## src/rtl/click_sync_sink.sv

```systemverilog
// rtl/click_sync_sink.sv - clocked sink for a 2-phase click pipeline
// Synchronizes the request phase, buffers bundled data in a FIFO, returns the ack.
module click_sync_sink #(
  parameter int DATA_W      = 8,
  parameter int FIFO_DEPTH  = 4,
  parameter int SYNC_STAGES = 2
) (
  input  logic                          clk,
  input  logic                          rst,
  input  logic                          in_req,
  input  logic [DATA_W-1:0]             in_data,
  output logic                          in_ack,
  output logic                          out_valid,
  output logic [DATA_W-1:0]             out_data,
  input  logic                          out_ready,
  output logic                          accept,
  output logic [$clog2(FIFO_DEPTH):0]   count
);

  localparam int PTR_W = $clog2(FIFO_DEPTH);
  localparam int CNT_W = PTR_W + 1;

  logic [SYNC_STAGES-1:0] r_sync;
  logic                   r_ack;
  logic                   r_accept;
  logic [PTR_W-1:0]       r_wr_ptr;
  logic [PTR_W-1:0]       r_rd_ptr;
  logic [CNT_W-1:0]       r_count;
  logic [DATA_W-1:0]      r_mem [FIFO_DEPTH];

  logic w_req_s;
  logic w_pending;
  logic w_full;
  logic w_push;
  logic w_pop;

  assign w_req_s   = r_sync[SYNC_STAGES-1];
  assign w_pending = (w_req_s != r_ack);
  // Full is judged on start-of-cycle occupancy, so a same-cycle pop never frees a slot early.
  assign w_full    = (r_count == CNT_W'(FIFO_DEPTH));
  assign w_push    = w_pending && !w_full;
  assign w_pop     = out_valid && out_ready;

  assign in_ack    = r_ack;
  assign accept    = r_accept;
  assign count     = r_count;
  assign out_valid = (r_count != '0);
  assign out_data  = r_mem[r_rd_ptr];

  always_ff @(posedge clk) begin
    if (rst) begin
      r_sync   <= '0;
      r_ack    <= 1'b0;
      r_accept <= 1'b0;
      r_wr_ptr <= '0;
      r_rd_ptr <= '0;
      r_count  <= '0;
    end else begin
      r_sync   <= {r_sync[SYNC_STAGES-2:0], in_req};
      r_accept <= w_push;
      if (w_push) begin
        r_wr_ptr <= r_wr_ptr + PTR_W'(1);
        r_ack    <= ~r_ack;
      end
      if (w_pop) begin
        r_rd_ptr <= r_rd_ptr + PTR_W'(1);
      end
      unique case ({w_push, w_pop})
        2'b10:   r_count <= r_count + CNT_W'(1);
        2'b01:   r_count <= r_count - CNT_W'(1);
        default: r_count <= r_count;
      endcase
    end
  end

  // Storage is not reset; in_data is bundled and therefore stable while pending.
  always_ff @(posedge clk) begin
    if (!rst && w_push) begin
      r_mem[r_wr_ptr] <= in_data;
    end
  end

endmodule

```

## config.mk

```make
export PLATFORM = sky130hd
export DESIGN_NAME = click_sync_sink
export DESIGN_NICKNAME = d
export VERILOG_FILES = /design/src/rtl/click_sync_sink.sv
export SDC_FILE = /design/constraint.sdc
export NUM_CORES = 1
export LEC_CHECK = 0
export CAP_MARGIN = 20
export CORE_MARGIN = 1
export CORE_UTILIZATION = 52
export CTS_CLUSTER_DIAMETER = 80
export DETAILED_ROUTE_END_ITERATION = 12
export PLACE_DENSITY = 0.77
export SETUP_SLACK_MARGIN = 0.1
export SLEW_MARGIN = 20
export SYNTH_ARGS = -nofsm -noshare
export SYNTH_HDL_FRONTEND = slang
export SYNTH_SLANG_ARGS = --single-unit
```

## constraint.sdc

```tcl
create_clock -name clk -period 2.5 [get_ports clk]
set_input_delay 0.375 -clock clk [delete_from_list [all_inputs] [get_ports clk]]
set_output_delay 0.375 -clock clk [all_outputs]
set_load 0.01 [all_outputs]
```

# Word level (Yosys, flattened, before mapping)
# Memories as Yosys holds them, arrays and structs flattened. A register that Yosys moved wholly into a read port is not among the register bits.
# Cells that the tools add are included.
totals:
  ff_bits: 11
  mem_bits_rw: 32
  input_bits: 12
  output_inout_bits: 14
  mem_count: 1
classes:
  n_addsub: 4
  n_eq_ne: 4
  n_mux: 5
  bitwise: 1
  reduce_logical: 7
mem_list:
  columns: ["memory", "words", "word_bits", "read_ports", "rd_clocked_by_memory_dff", "wr", "line_no", "source"]
  rows:
  - ["r_mem", 4, 8, 1, 1, 1, "29", "logic [DATA_W-1:0] r_mem [FIFO_DEPTH];"]
op_table:
  columns: ["cell", "n"]
  rows:
  - ["3-bit one-hot mux with 2 select lines", 1]
  - ["2-bit by 1-bit adder with 2-bit output (second input constant)", 2]
  - ["2-bit two-way mux", 2]
  - ["3-bit by 1-bit adder with 3-bit output (second input constant)", 1]
  - ["3-bit == test (second input constant)", 1]
  - ["1-bit logical AND", 3]
  - ["3-bit nonzero test", 1]
  - ["3-bit by 1-bit subtractor with 3-bit output (second input constant)", 1]
  - ["2-bit by 1-bit == test with 1-bit output (second input constant)", 1]
  - ["2-bit == test (second input constant)", 1]
  - ["1-bit logical NOT", 2]
  - ["1-bit two-way mux", 2]
  - ["2-bit nonzero test", 1]
  - ["1-bit inequality test", 1]
  - ["1-bit inverter", 1]

# Depth between registers and ports, before layout
depth:
  ltp_word: 6
  ltp_mapped: 9

# Worst setup path after synthesis
# No wires, ideal clock.
synth_path:
  path_type: "register to register"
  start: "register r_count[2] (netlist: count[2])"
  end: "register r_count[2] (netlist: count[2])"
  setup_time_ps: 71
  arrival_time_ps: 2040
  t_required_ps: 2429
  slack_ps: 389
  path_stages_with_launch: 10
  path_buffers: 0
  path_cell_list: "dfxtp_1 > nor3b_2 > nor2_1 > inv_1 > ha_1 > inv_1 > fa_1 > xor2_1 > or3_1 > a21oi_1"
synth_between:
  elab_chain_len: 5
  elab_cells_between_ends: 11
synth_lines:
  columns: ["element", "line_no", "source"]
  rows:
  - ["start, declared", "28", "logic [CNT_W-1:0] r_count;"]
  - ["start signal, assigned", "69", "2'b10: r_count <= r_count + CNT_W'(1);"]
  - ["start signal, assigned", "70", "2'b01: r_count <= r_count - CNT_W'(1);"]
  - ["start signal, assigned", "71", "default: r_count <= r_count;"]
  - ["3-bit == test", "40", "assign w_full = (r_count == CNT_W'(FIFO_DEPTH));"]
  - ["1-bit logical NOT", "41", "assign w_push = w_pending && !w_full;"]
  - ["1-bit logical AND", "41", null]
  - ["2-bit by 1-bit == test with 1-bit output / 2-bit == test (equally long branches)", "68", "unique case ({w_push, w_pop})"]
  - ["3-bit one-hot mux with 2 select lines / 2-bit nonzero test (equally long branches)", null, null]
# Several ways; a longest one is shown, not always the timed one.
# A chain may end at the register's enable or synchronous reset.

==> results.toml <==
[sta]
layout_worst_path_cycle_share = 0.8894
fin_crit_ns = 2.224
fin_setup_tns_ns = 0
finalSetupViolCount = 0
grt_setup_unrepaired = "no"
worst_slew_pin_slew_ns = 0.4364
fin_worst_skew_ns = 0.01028
hold_violations = 0
fmax_mhz = 449.7
final-max-slew-violation-count = 0
slew_headroom = 0.7069

[yosys]
yosysMostFrequentCell = "edfxtp_1"
synth_common_cells = "32 x edfxtp_1, 13 x dfxtp_1, 8 x mux4_2, 8 x nor2_1, 6 x inv_1"
synthDistinctLibCells = 24
yosys-top-cells-area = "edfxtp_1 55%, dfxtp_1 15%, mux4_2 10%, ha_1 3.6%, nor2_1 1.7%"
ys_seq_area_frac = 0.7032
syn-cell-area_um2 = 1737
ys_warn_count = 0
synth-edff-count = 32
synth_nets = 120
syn_area_per_cell_um2 = 17.03
synth_top_area_cell = "edfxtp_1"
synthCells = 102
synth-main-ff-cell = "edfxtp_1"
netlist.area_leader.share = 0.5533
async_reset_ff_frac = 0
synth_seq_cells = 45

[drt]
drt-total-wl_mm = 2.792
antenna_left = 0
routedWlPerCell_um = 15.60
viasPerCell = 5.179
vias = 927
drt_iter0_drc = 23
drc = 0
drtPass1Iterations = 4

[clock_tree]
cts_max_level = 2
cts_setup_buffers = 0
cts_buffers = 5
clockRootBuffer = "clkbuf_4"
cts_tree = "yes"
clk_pin_slew_ns = 0.12
clock_sinks = 45
cts_resized = 0
cts.path.max_buffers = 2
clkLatencyLatePin_ns = 0.35
cts_hold_buf = 0

[global_route]
grt_pass1_wl_mm = 4.422
antenna_found_initial = 0
grt_max_degree = 14
grt_use_total = 0.1859
grt_pass1_vias = 942
grt-ovfl-total = 0

[cells_and_area]
n_antenna_cell = 0
fin_util = 0.6875
n_fill_cell = 229
syn_to_final_growth_pct = 22.84
layout-drive-gt1-share = 0.1333
final_nets = 152

[pwr]
netSwitchingPower_uw = 476.3
clock_power_share = 0.234
power_density_nw_per_um2 = 853.9
vdd_ir_drop_max_mv = 0.5372
p_int_uw = 1345
swShare = 0.2615
leakagePower_uw = 0.0007064
comb_power_share = 0.272
seqPwrFrac = 0.494

[die]
io_pins = 26
rows = 20
die_area_um2 = 3575
fp.dieW_um = 59.79
start_util = 0.5597
core_area_um2 = 3103
chipHeight_um = 59.79

[critical_path]
critPathRequiredTime_ns = 2.12
start_kind = "flip-flop"
arrival_ns = 1.85
cp-end-kind = "output pin"
cp_max_fo = 4
criticalPathCategory = "reg -> out"

[status]
outcome = "finished, final reports clean"

[run]
drv_cap = 0

[place]
io_buffers = 25
hpwlAfterDp_mm = 2.003
gp_congestion = 0.7023

[min_path]
min_path_type = "reg -> reg"
-- cells in the final DEF, fill, tap and decap left out --
cell type	netlist	layout
a21oi_1	3	3
and2_1	4	4
buf_4	0	3
bufinv_16	0	1
clkbuf_1	1	1
clkbuf_4	0	5
clkdlybuf4s50_1	0	25
clkinv_1	0	1
dfxtp_1	13	13
edfxtp_1	32	32
fa_1	1	1
ha_1	5	5
inv_1	6	6
mux2i_1	1	1
mux4_2	8	8
nor2_1	8	8
nor2b_1	2	2
nor3_1	1	1
nor3b_4	0	1
o21ai_0	2	2
o311ai_0	1	1
o31a_1	1	1
o31ai_1	1	1
or3_1	3	3
or4b_1	1	1
xnor2_1	2	2
xor2_1	3	3
-- routing by layer --
layer | vias up | GRT usage | part of all wire
met1 | 449 | 0.2000 | 0.38
met3 | 5 | 0.07576 | 0.064
met5 | - | 0 | 0
li1 | 441 | - | -
met4 | 0 | 0.08970 | 0.014
met2 | 32 | 0.3159 | 0.55
-- worst max-delay path, cell delays in order, from the launching register on --
cell	delay (ns)
dfxtp_1	0.35
buf_4	0.15
mux4_2	0.51
clkdlybuf4s50_1	0.49
-- worst paths after layout --
kind	start	end	slack (ns)	depth (start not counted)
hold reg to reg	r_sync[0]	r_sync[1]	0.47	1
hold / removal	r_sync[0]	r_sync[1]	0.47	1
setup reg to reg	count[2]	count[2]	0.30	9
setup / recovery	flip-flop	out_data[0]	0.28	3
-- power groups by stage --
stage / logic, µW / clock network (µW) / registers, µW
after global routing: 546 / 462 / 906
after CTS: 497 / 429 / 895
after detailed placement: 492 / 0 / 911
final: 496 / 426 / 900
after global placement: 484 / 0 / 910
after floorplan: 278 / 0 / 904
-- state kept, by name, indices dropped and copies added (netlist names), named ones only --
name	flops
accept	1
count	3
in_ack	1
r_mem	32
r_rd_ptr	2
r_sync	2
r_wr_ptr	2
-- per-stage QoR --
step,cell area (µm²),std cells,setup WS [ns],power (µW),hold slack [ns]
after floorplan,1737,102,0.3895,1182,0.4138
after global placement,2052,171,0.2389,1394,0.4330
after detailed placement,2052,171,0.1469,1403,0.4294
after CTS,2127,179,0.2382,1820,0.4637
after global routing,2133,179,0.1583,1914,0.4787
final,2133,179,0.2764,1822,0.4653
-- cell families after synthesis --
family                   Yosys count  share of synthesized area
AO/OA/AOI/OAI                      8                    0.02882
XOR/XNOR                           5                    0.02522
adder cells (fa/ha/maj)            6                    0.04755
multiplexers                       9                     0.1095
buffers and inverters              9                    0.02017
AND/OR/NAND/NOR                   20                    0.06556
flip-flops                        45                     0.7032
-- layout make-up --
cell class                 count  area (µm²)  area share
clock inverter                 2       33.78     0.01584
inverter                       6       22.52     0.01056
timing repair buffer          28       272.8      0.1279
clock buffer                   6       41.29     0.01935
sequential                    45        1221      0.5724
multi-input combinational     48       486.7      0.2282
tap                           44       55.05     0.02581
Power figures use the tool's default switching activity.
